===== src/rtl/ahb_bridge_arbiter_pkg.sv =====
// ahb_arb_pkg: shared types for the AHB bridge round-robin arbiter.
// Transfer encodings follow the AHB HTRANS/HRESP field values.
package ahb_arb_pkg;

  typedef enum logic [1:0] {
    HT_IDLE   = 2'b00,
    HT_BUSY   = 2'b01,
    HT_NONSEQ = 2'b10,
    HT_SEQ    = 2'b11
  } htrans_t;

  typedef enum logic [1:0] {
    HRESP_OKAY  = 2'b00,
    HRESP_ERROR = 2'b01
  } hresp_t;

  // IDLE -> ADDR (address phase) -> DATA (data phase) -> COMPLETE -> IDLE
  typedef enum logic [1:0] {
    ST_IDLE     = 2'b00,
    ST_ADDR     = 2'b01,
    ST_DATA     = 2'b10,
    ST_COMPLETE = 2'b11
  } arb_state_t;

endpackage


===== src/rtl/ahb_bridge_arbiter_rr_pick.sv =====
// rr_pick: combinational round-robin selector. Returns the first set request
// at or above ptr_i, wrapping to the lowest set request when none is above.
module rr_pick #(
  parameter int NUM_REQ = 4,
  parameter int IW      = (NUM_REQ > 1) ? $clog2(NUM_REQ) : 1
) (
  input  logic [NUM_REQ-1:0] req_i,
  input  logic [IW-1:0]      ptr_i,
  output logic [NUM_REQ-1:0] gnt_o,
  output logic [IW-1:0]      idx_o,
  output logic               valid_o
);

  logic          hi_v;
  logic [IW-1:0] hi_idx;
  logic [IW-1:0] any_idx;

  // Descending scan: the last hit written is the lowest index in each region
  always_comb begin
    hi_v    = 1'b0;
    hi_idx  = '0;
    any_idx = '0;
    valid_o = 1'b0;
    for (int i = NUM_REQ - 1; i >= 0; i--) begin
      if (req_i[i]) begin
        valid_o = 1'b1;
        any_idx = IW'(i);
        if (i >= int'(ptr_i)) begin
          hi_v   = 1'b1;
          hi_idx = IW'(i);
        end
      end
    end
    idx_o = hi_v ? hi_idx : any_idx;
    gnt_o = '0;
    if (valid_o) gnt_o[idx_o] = 1'b1;
  end

endmodule


===== src/rtl/ahb_bridge_arbiter.sv =====
// ahb_bridge_arbiter: shares the bridge AHB slave port among NUM_REQ requesters,
// one single-beat NONSEQ transfer at a time, round-robin order.
// Optional wait-state timeout enabled by defining ARB_TIMEOUT_EN.
// Handshake: a requester holds req high until it sees its done bit for one
// cycle, then drops req; gnt is one-hot for the whole transfer.
module ahb_bridge_arbiter
  import ahb_arb_pkg::*;
#(
  parameter int NUM_REQ     = 4,
  parameter int ADDR_W      = 32,
  parameter int DATA_W      = 32,
  parameter int TIMEOUT_CYC = 16
) (
  input  logic                      Hclk,
  input  logic                      Hresetn,
  input  logic [NUM_REQ-1:0]        req,
  input  logic [NUM_REQ-1:0]        req_write,
  input  logic [NUM_REQ*ADDR_W-1:0] req_addr,
  input  logic [NUM_REQ*DATA_W-1:0] req_wdata,
  output logic [NUM_REQ-1:0]        gnt,
  output logic [NUM_REQ-1:0]        done,
  output logic [DATA_W-1:0]         rdata,
  output logic                      err,
  output logic [1:0]                Htrans,
  output logic [ADDR_W-1:0]         Haddr,
  output logic                      Hwrite,
  output logic [DATA_W-1:0]         Hwdata,
  output logic                      Hreadyin,
  input  logic                      Hreadyout,
  input  logic [1:0]                Hresp,
  input  logic [DATA_W-1:0]         Hrdata,
  output logic [1:0]                dbg_state
);

  localparam int IW = (NUM_REQ > 1) ? $clog2(NUM_REQ) : 1;

  arb_state_t           state_q, state_d;
  logic [IW-1:0]        ptr_q, ptr_d;
  logic [IW-1:0]        idx_q, idx_d;
  logic [DATA_W-1:0]    wdata_q, wdata_d;
  htrans_t              htrans_q, htrans_d;
  logic [ADDR_W-1:0]    haddr_q, haddr_d;
  logic                 hwrite_q, hwrite_d;
  logic [DATA_W-1:0]    hwdata_q, hwdata_d;
  logic [NUM_REQ-1:0]   gnt_q, gnt_d;
  logic [NUM_REQ-1:0]   done_q, done_d;
  logic [DATA_W-1:0]    rdata_q, rdata_d;
  logic                 err_q, err_d;
  logic                 hreadyin_q;

  logic [NUM_REQ-1:0]   pick_gnt;
  logic [IW-1:0]        pick_idx;
  logic                 pick_valid;
  logic                 timeout;

  rr_pick #(.NUM_REQ(NUM_REQ), .IW(IW)) u_pick (
    .req_i   (req),
    .ptr_i   (ptr_q),
    .gnt_o   (pick_gnt),
    .idx_o   (pick_idx),
    .valid_o (pick_valid)
  );

`ifdef ARB_TIMEOUT_EN
  localparam int CW = $clog2(TIMEOUT_CYC + 1);
  logic [CW-1:0] wait_q, wait_d;

  // The wait that would bring the count to TIMEOUT_CYC ends the transfer
  assign timeout = ((state_q == ST_ADDR) || (state_q == ST_DATA)) && !Hreadyout &&
                   (wait_q == CW'(TIMEOUT_CYC - 1));

  // Wait counter: cleared while idle (i.e. on entry to ADDR), counts stalls
  always_comb begin
    wait_d = wait_q;
    if (state_q == ST_IDLE) wait_d = '0;
    else if (((state_q == ST_ADDR) || (state_q == ST_DATA)) && !Hreadyout) wait_d = wait_q + 1'b1;
  end

  // Wait counter register
  always_ff @(posedge Hclk or negedge Hresetn) begin
    if (!Hresetn) wait_q <= '0;
    else          wait_q <= wait_d;
  end
`else
  logic [31:0] unused_timeout_cfg;
  assign unused_timeout_cfg = TIMEOUT_CYC;
  assign timeout = 1'b0;
`endif

  // State register
  always_ff @(posedge Hclk or negedge Hresetn) begin
    if (!Hresetn) state_q <= ST_IDLE;
    else          state_q <= state_d;
  end

  // Next-state logic
  always_comb begin
    state_d = state_q;
    case (state_q)
      ST_IDLE:     if (pick_valid) state_d = ST_ADDR;
      ST_ADDR:     if (timeout) state_d = ST_COMPLETE;
                   else if (Hreadyout) state_d = ST_DATA;
      ST_DATA:     if (timeout || Hreadyout) state_d = ST_COMPLETE;
      ST_COMPLETE: state_d = ST_IDLE;
      default:     state_d = ST_IDLE;
    endcase
  end

  // Next values of the registered outputs and transfer latches
  always_comb begin
    ptr_d    = ptr_q;
    idx_d    = idx_q;
    wdata_d  = wdata_q;
    htrans_d = htrans_q;
    haddr_d  = haddr_q;
    hwrite_d = hwrite_q;
    hwdata_d = hwdata_q;
    gnt_d    = gnt_q;
    done_d   = '0;
    rdata_d  = rdata_q;
    err_d    = err_q;
    case (state_q)
      ST_IDLE: begin
        if (pick_valid) begin
          idx_d    = pick_idx;
          gnt_d    = pick_gnt;
          haddr_d  = req_addr[int'(pick_idx) * ADDR_W +: ADDR_W];
          hwrite_d = req_write[pick_idx];
          wdata_d  = req_wdata[int'(pick_idx) * DATA_W +: DATA_W];
          htrans_d = HT_NONSEQ;
        end
      end
      ST_ADDR: begin
        if (timeout) begin
          htrans_d      = HT_IDLE;
          rdata_d       = '0;
          err_d         = 1'b1;
          done_d[idx_q] = 1'b1;
        end else if (Hreadyout) begin
          htrans_d = HT_IDLE;
          hwdata_d = wdata_q;
        end
      end
      ST_DATA: begin
        if (timeout) begin
          rdata_d       = '0;
          err_d         = 1'b1;
          done_d[idx_q] = 1'b1;
        end else if (Hreadyout) begin
          rdata_d       = hwrite_q ? '0 : Hrdata;
          err_d         = (Hresp == HRESP_ERROR);
          done_d[idx_q] = 1'b1;
        end
      end
      ST_COMPLETE: begin
        gnt_d = '0;
        ptr_d = (idx_q == IW'(NUM_REQ - 1)) ? '0 : idx_q + 1'b1;
      end
      default: ;
    endcase
  end

  // Output and latch registers
  always_ff @(posedge Hclk or negedge Hresetn) begin
    if (!Hresetn) begin
      ptr_q      <= '0;
      idx_q      <= '0;
      wdata_q    <= '0;
      htrans_q   <= HT_IDLE;
      haddr_q    <= '0;
      hwrite_q   <= 1'b0;
      hwdata_q   <= '0;
      gnt_q      <= '0;
      done_q     <= '0;
      rdata_q    <= '0;
      err_q      <= 1'b0;
      hreadyin_q <= 1'b1;
    end else begin
      ptr_q      <= ptr_d;
      idx_q      <= idx_d;
      wdata_q    <= wdata_d;
      htrans_q   <= htrans_d;
      haddr_q    <= haddr_d;
      hwrite_q   <= hwrite_d;
      hwdata_q   <= hwdata_d;
      gnt_q      <= gnt_d;
      done_q     <= done_d;
      rdata_q    <= rdata_d;
      err_q      <= err_d;
      hreadyin_q <= 1'b1;
    end
  end

  assign gnt       = gnt_q;
  assign done      = done_q;
  assign rdata     = rdata_q;
  assign err       = err_q;
  assign Htrans    = htrans_q;
  assign Haddr     = haddr_q;
  assign Hwrite    = hwrite_q;
  assign Hwdata    = hwdata_q;
  assign Hreadyin  = hreadyin_q;
  assign dbg_state = state_q;

endmodule


===== config.mk =====
export PLATFORM = sky130hd
export DESIGN_NAME = ahb_bridge_arbiter
export DESIGN_NICKNAME = d
export VERILOG_FILES = /design/src/rtl/ahb_bridge_arbiter_pkg.sv /design/src/rtl/ahb_bridge_arbiter_rr_pick.sv /design/src/rtl/ahb_bridge_arbiter.sv
export SDC_FILE = /design/constraint.sdc
export NUM_CORES = 1
export LEC_CHECK = 0
export ABC_AREA = 1
export CAP_MARGIN = 30
export CORE_AREA = 5 5 156 158
export DETAILED_ROUTE_END_ITERATION = 10
export DIE_AREA = 0 0 161 163
export PLACE_DENSITY = 0.74
export SLEW_MARGIN = 0
export SYNTH_ARGS = -nofsm -noshare
export SYNTH_HDL_FRONTEND = slang
export SYNTH_SLANG_ARGS = --single-unit

===== constraint.sdc =====
create_clock -name Hclk -period 3.1 [get_ports Hclk]
set_clock_uncertainty 0.05 [all_clocks]
set_input_delay 0.31 -clock Hclk [delete_from_list [all_inputs] [get_ports Hclk]]
set_output_delay 0.31 -clock Hclk [all_outputs]
set_load 0.03 [all_outputs]

==> run metrics, run 1 <==
standard cell with the maximum stage delay on the critical path=buf_4; top cells by area, synth=dfrtp_1, nand2_1, nand3_1, inv_1, mux2_2; top-area cell type share of the netlist area=0.4289; uppermost layer routed=met4; Routed met3 length=2386 um; Yosys warning count=0; clock-pin slew reported for the worst setup and hold paths after clock tree synthesis=0.07 ns; total nets after synthesis=1,494; depth of the worst hold-timing path=3; synth unique cells=26; Critical Path Max Stage Delay=0.43 ns; Hold/Removal Path Class=in -> reg; GR Overflow Total=0; count of flip-flops with a built-in enable after synthesis=0; net switching power figure=5.512 mW; cell chain of the critical path=nand2_1 -> a21oi_2 -> nand3_2 -> nand2_8 -> buf_4 -> nand2_1 -> nand3_1 -> nand2_1 -> nand2_1 -> nand2_1; fraction of the core area covered by cells at the end of the flow=0.5845; Vias=8,855; Final ANT Viol Nets=0; met2 WL=15,330 um; smallest setup slack after layout=0.8923 ns; post-synthesis sequential element count=145; post-CTS setup buffer count=0; cell count after synthesis=1,184; Skew-Pair Late Insertion Delay=0.42 ns; internal power=6.837 mW; CTS Root Cell=clkbuf_16; max-slew headroom at the worst pin=0.4864; maximum VDD drop=0.0004252 V; Die Y=163 um; total number of H-tree levels=4; Synth area leader=dfrtp_1; WL met1=12,210 um; final count of pins violating max slew=0; maximum number of pins on one net before global-route repair=82; CP endpoint kind=register; FF/Latch Area=0.003628 sq mm; data arrival time at the worst-slack endpoint=2.47 ns; Row Count=56; number of antenna diodes=0; setup repair after global routing missed its margin=false; Post-Place Setup Slack=0.4779 ns; portion of total power attributed to the clock network=0.171; Least-Margin Pin Slew=0.7696 ns; top flip-flop cell by instance count after synthesis=dfrtp_1; nets=1,869; sequential-to-total area share from yosys stat=0.4289; Final Routed Wirelength=30,620 um; number of detailed-routing iterations run before antenna repair=5; Cell Area, Synth=0.008459 sq mm; port bufs=409; Logic pwr share=0.557; sinks on the clock net=145; clock tree from TritonCTS=done; upper clock frequency limit=453.0 MHz; Tcrit/Tclk final=0.7121; number of DRC violations after detailed-routing iteration 0=479; ratio of cells with drive above 1 in the final layout=0.07634; worst-path fanout max=76; Synth async-reset ratio=1.000; CP Class=reg -> reg; final routed DRC violation total=0; final setup violating endpoints=0; most repeated library cell on the critical path=nand2_1; antenna violations before repair=0; global router's overall resource usage=0.2259; leading cell type in the layout, fill and taps excluded=clkdlybuf4s50_1; summed negative setup slack over all endpoints=0 ns; I/O pin count=412; outcome=completed; global-route wire length before repair=46,820 um; area of the die=0.02624 sq mm; path depth of the worst reg2reg path=10; maximum number of buffers from clock root to sink=2; static leakage=6.757 nW; pwr dens=919.2 mW/mm^2; synthesis-to-finish area growth=58.81%; HPWL after detailed placement=22,980 um; number of buffers created by CTS=17; post-layout min period=2.208 ns; Floorplan Core Area=0.02298 sq mm; Mapped Avg Cell Area=7.145 sq um; sort of element at the start of the critical path=register; fillcell total=2,121; average vias per placed instance=4.756; total power of the final layout=12.35 mW; max-cap violations=0; total area of multi-input combinational cells=0.003702 sq mm; hold violation count in the final report=0; sw frac=0.4464; vias in the first global route=8,701; mean routed wirelength per cell=16.45 um; Flop pwr share=0.272; data required time of the worst path=3.36 ns; Die Span X=161 um; final RePlAce weighted congestion=0.8986; most frequent cells in the layout=clkdlybuf4s50_1, nand2_1, inv_1, nand3_1, dfrtp_1; initial core utilization=0.3681
==> Yosys cell counts, types with 9 or more instances <==
library cell,n
nand2_1,377
nor2_1,11
clkbuf_1,25
buf_2,33
dfrtp_1,145
o21ai_0,36
ha_1,9
o211ai_1,32
buf_1,9
nand3_1,196
or2_2,26
inv_1,219
mux2_2,32
==> routing by layer <==
layer	GRT usage	vias up
li1	-	4402
met1	0.2709	4056
met2	0.3952	355
met3	0.06555	42
met4	0.06669	0
met5	0	-
==> repair_timing <==
item | in CTS | in global routing
hold buffers | 1 | 0
endpoints found under the hold margin | 79 | 0
gates resized for setup | 0 | 0
==> worst max-delay path, delay by kind of cell, from the launching register on <==
family                 cells  cell delay [ns]
and+or+nand+nor            8             1.01
buffers and inverters      1             0.43
DFF                        1             0.40
AOI/OAI and AO/OA          1             0.18
==> logic make-up after synthesis <==
group           count (synthesis)  share of synthesized area
mux                            32                    0.04260
other cells                     2                  0.0008878
buf+inv                       292                     0.1367
fa+ha+maj                       9                    0.01331
flops                         145                     0.4289
compound gates                 82                    0.06049
simple gates                  622                     0.3171
==> state kept, by name, indices dropped and copies added (netlist names) <==
| register | count |
|---|---|
| gnt | 4 |
| Hwrite | 1 |
| Htrans | 1 |
| wdata_q | 32 |
| rdata | 32 |
| err | 1 |
| idx_q | 2 |
| ptr_q | 2 |
| Hwdata | 32 |
| dbg_state | 2 |
| done | 4 |
| Haddr | 32 |
==> stage by stage <==
step	hold slack, ns	area, sq um	instances
after floorplan	-0.03559	8459	1184
after global placement	0.3580	12790	1828
after detailed placement	0.3600	12820	1829
after CTS	0.3779	13430	1862
after global routing	0.4062	13430	1862
final	0.3967	13430	1862
==> layout make-up <==
| type | instances | area share |
|---|---|---|
| clock buffers | 20 | 0.03399 |
| repair buffers | 428 | 0.3209 |
| clock inverters | 12 | 0.01099 |
| inverters | 220 | 0.06147 |
| multi-input cells | 747 | 0.2756 |
| flip-flops and latches | 145 | 0.2701 |
| well taps | 290 | 0.02701 |
==> final timing paths <==
check / startpoint / endpoint / slack (ns)
setup / recovery: ptr_q[1] / wdata_q[24] / 0.89
hold / removal: Hrdata[28] / rdata[28] / 0.40
setup reg to reg: ptr_q[1] / wdata_q[24] / 0.89
hold reg to reg: wdata_q[5] / wdata_q[5] / 0.43
max in group asynchronous: Hresetn / rdata[6] / 1.75
min in group asynchronous: Hresetn / rdata[16] / 0.44
==> power groups by stage <==
| stage | Combinational [mW] | Sequential [mW] | Clock [mW] |
|---|---|---|---|
| after floorplan | 2.89 | 4.57 | 0 |
| after global placement | 6.79 | 3.36 | 0 |
| after detailed placement | 6.92 | 3.38 | 0 |
| after CTS | 6.96 | 3.37 | 2.18 |
| after global routing | 7.50 | 3.46 | 2.24 |
| final | 6.87 | 3.36 | 2.12 |
(Power assumes the default switching activity.)
==> run 2, diff against run 1 <==
--- a/config.mk
+++ b/config.mk
@@ -7,10 +7,10 @@
 export LEC_CHECK = 0
 export ABC_AREA = 1
 export CAP_MARGIN = 30
-export CORE_AREA = 5 5 156 158
+export CORE_MARGIN = 5
+export CORE_UTILIZATION = 37
 export DETAILED_ROUTE_END_ITERATION = 10
-export DIE_AREA = 0 0 161 163
-export PLACE_DENSITY = 0.74
+export PLACE_DENSITY = 0.76
 export SLEW_MARGIN = 0
 export SYNTH_ARGS = -nofsm -noshare
 export SYNTH_HDL_FRONTEND = slang
==> constraint.sdc (replaced) <==
create_clock -name Hclk -period 1.9 [get_ports Hclk]
set_clock_uncertainty 0.05 [all_clocks]
set_input_delay 0.19 -clock Hclk [delete_from_list [all_inputs] [get_ports Hclk]]
set_output_delay 0.19 -clock Hclk [all_outputs]
set_load 0.03 [all_outputs]
==> run 2 against run 1 <==
  * Routed wire length grew 0.89%
  * Clock power is 68% higher
  * Highest routed layer unchanged
  * Critical path type unchanged
  * Largest power group unchanged
  * Largest cell class unchanged
  * Sequential cell count unchanged
==> run metrics, run 2 (synthesis gave the netlist of run 1 again) <==
outcome=completed; standard cell with the maximum stage delay on the critical path=dfrtp_1; number of placed instances, taps included=1,859; vias in the first global route=8,997; clock-pin slew reported for the worst setup and hold paths after clock tree synthesis=0.06 ns; pwr dens=1519 mW/mm^2; setup repair after global routing missed its margin=true; antenna violations before repair=0; cell chain of the critical path=nand2_1 -> a21oi_2 -> nand3_4 -> nand2_8 -> buf_4 -> clkbuf_16 -> nand2_1 -> nand3_1 -> nand2_1 -> nand2_1 -> nand2_1; I/O pin count=412; CTS Root Cell=clkbuf_16; number of antenna diodes=0; CP endpoint kind=register; global-route wire length before repair=47,720 um; Row Count=55; sinks on the clock net=145; hold violation count in the final report=0; data arrival time at the worst-slack endpoint=2.12 ns; final setup violating endpoints=0; initial core utilization=0.3748; port bufs=409; Die Span X=161.2 um; Floorplan Core Area=0.02257 sq mm; data required time of the worst path=2.16 ns; count of non-filler cells in the finished layout=1,898; Hold/Removal Path Class=in -> async; max-cap violations=0; Vias=9,161; Die Y=161.2 um; CP Class=reg -> reg; nets=1,910; number of DRC violations after detailed-routing iteration 0=579; HPWL after detailed placement=23,480 um; number of detailed-routing iterations run before antenna repair=5; Final ANT Viol Nets=0; average vias per placed instance=4.827; Final Routed Wirelength=30,900 um; post-layout min period=1.863 ns; fraction of the core area covered by cells at the end of the flow=0.6203; final count of pins violating max slew=0; clock tree from TritonCTS=done; summed negative setup slack over all endpoints=0 ns; final routed DRC violation total=0; static leakage=7.054 nW; Tcrit/Tclk final=0.9804; final RePlAce weighted congestion=0.9278; maximum number of pins on one net before global-route repair=75; worst-path fanout max=11; mean routed wirelength per cell=16.28 um; leading cell type in the layout, fill and taps excluded=clkdlybuf4s50_1; Skew-Pair Late Insertion Delay=0.42 ns; sort of element at the start of the critical path=register; number of buffers created by CTS=17; total number of H-tree levels=4; most frequent cells in the layout=clkdlybuf4s50_1, nand2_1, inv_1, nand3_1, dfrtp_1; synthesis-to-finish area growth=65.51%; Critical Path Max Stage Delay=0.41 ns; global router's overall resource usage=0.2282; maximum number of buffers from clock root to sink=2; area of the die=0.02599 sq mm; family with the most delay on the worst path=simple AND/OR/NAND/NOR gates; most repeated library cell on the critical path=nand2_1; GR Overflow Total=0; worst path buffer plus inverter count=2; upper clock frequency limit=536.8 MHz; maximum VDD drop=0.0007085 V; ratio of cells with drive above 1 in the final layout=0.09981
## run 2: worst paths after layout
| kind | startpoint | to | slack (ns) | cells after the start |
|---|---|---|---|---|
| max | ptr_q[1] | Haddr[13] | 0.04 | 11 |
| min | Hresetn | rdata[17] | 0.1 | 2 |
| max reg2reg | ptr_q[1] | Haddr[13] | 0.04 | 11 |
| min reg2reg | wdata_q[25] | wdata_q[25] | 0.43 | 2 |
| max in group asynchronous | Hresetn | Haddr[14] | 1.11 | 3 |
| min in group Hclk | Hrdata[4] | rdata[4] | 0.28 | 3 |
## run 2: cell type report
| type | instances | area [sq um] |
|---|---|---|
| Sequential cell | 145 | 3628 |
| Timing Repair Buffer | 468 | 4845 |
| Multi-Input combinational cell | 748 | 3727 |
| Inverter | 220 | 825.8 |
| Tap cell | 285 | 356.6 |
| Fill cell | 2001 | 8571 |
| Clock buffer | 20 | 436.7 |
| Clock inverter | 12 | 181.4 |
## run 2: metal layers
| metal | global-route usage | wire (um) | vias to the layer above |
|---|---|---|---|
| met5 | 0 | 0 | - |
| met4 | 0.07096 | 813 | 0 |
| met3 | 0.06634 | 2572 | 52 |
| met2 | 0.4085 | 15770 | 375 |
| met1 | 0.2638 | 11740 | 4251 |
| li1 | - | - | 4483 |
## run 2: power by group
group	switching, mW	internal (mW)
clock	1.36	2.21
combinational	6.92	5.29
sequential	0.902	4.59
total	9.18	12.1
## run 2: repair_timing
| item | in CTS | in global routing |
|---|---|---|
| setup buffers | 0 | 3 |
| setup endpoints to repair | 0 | 28 |
| hold buffers | 1 | 0 |
| gates resized for setup | 0 | 9 |
| hold endpoints to repair | 145 | 0 |
## run 2: metrics by stage
| stage | setup slack [ns] | instance area (sq um) | hold slack (ns) | power (mW) |
|---|---|---|---|---|
| finish | 0.03717 | 14000 | 0.09646 | 21.27 |
| global route | -0.04622 | 14000 | 0.07293 | 22.71 |
| CTS | 0.02129 | 13880 | 0.07529 | 21.19 |
| detailed placement | -0.2549 | 13250 | -0.06128 | 17.52 |
| global placement | -0.2227 | 13250 | -0.06058 | 17.30 |
| floorplan | 0.1068 | 8463 | -0.1556 | 12.18 |
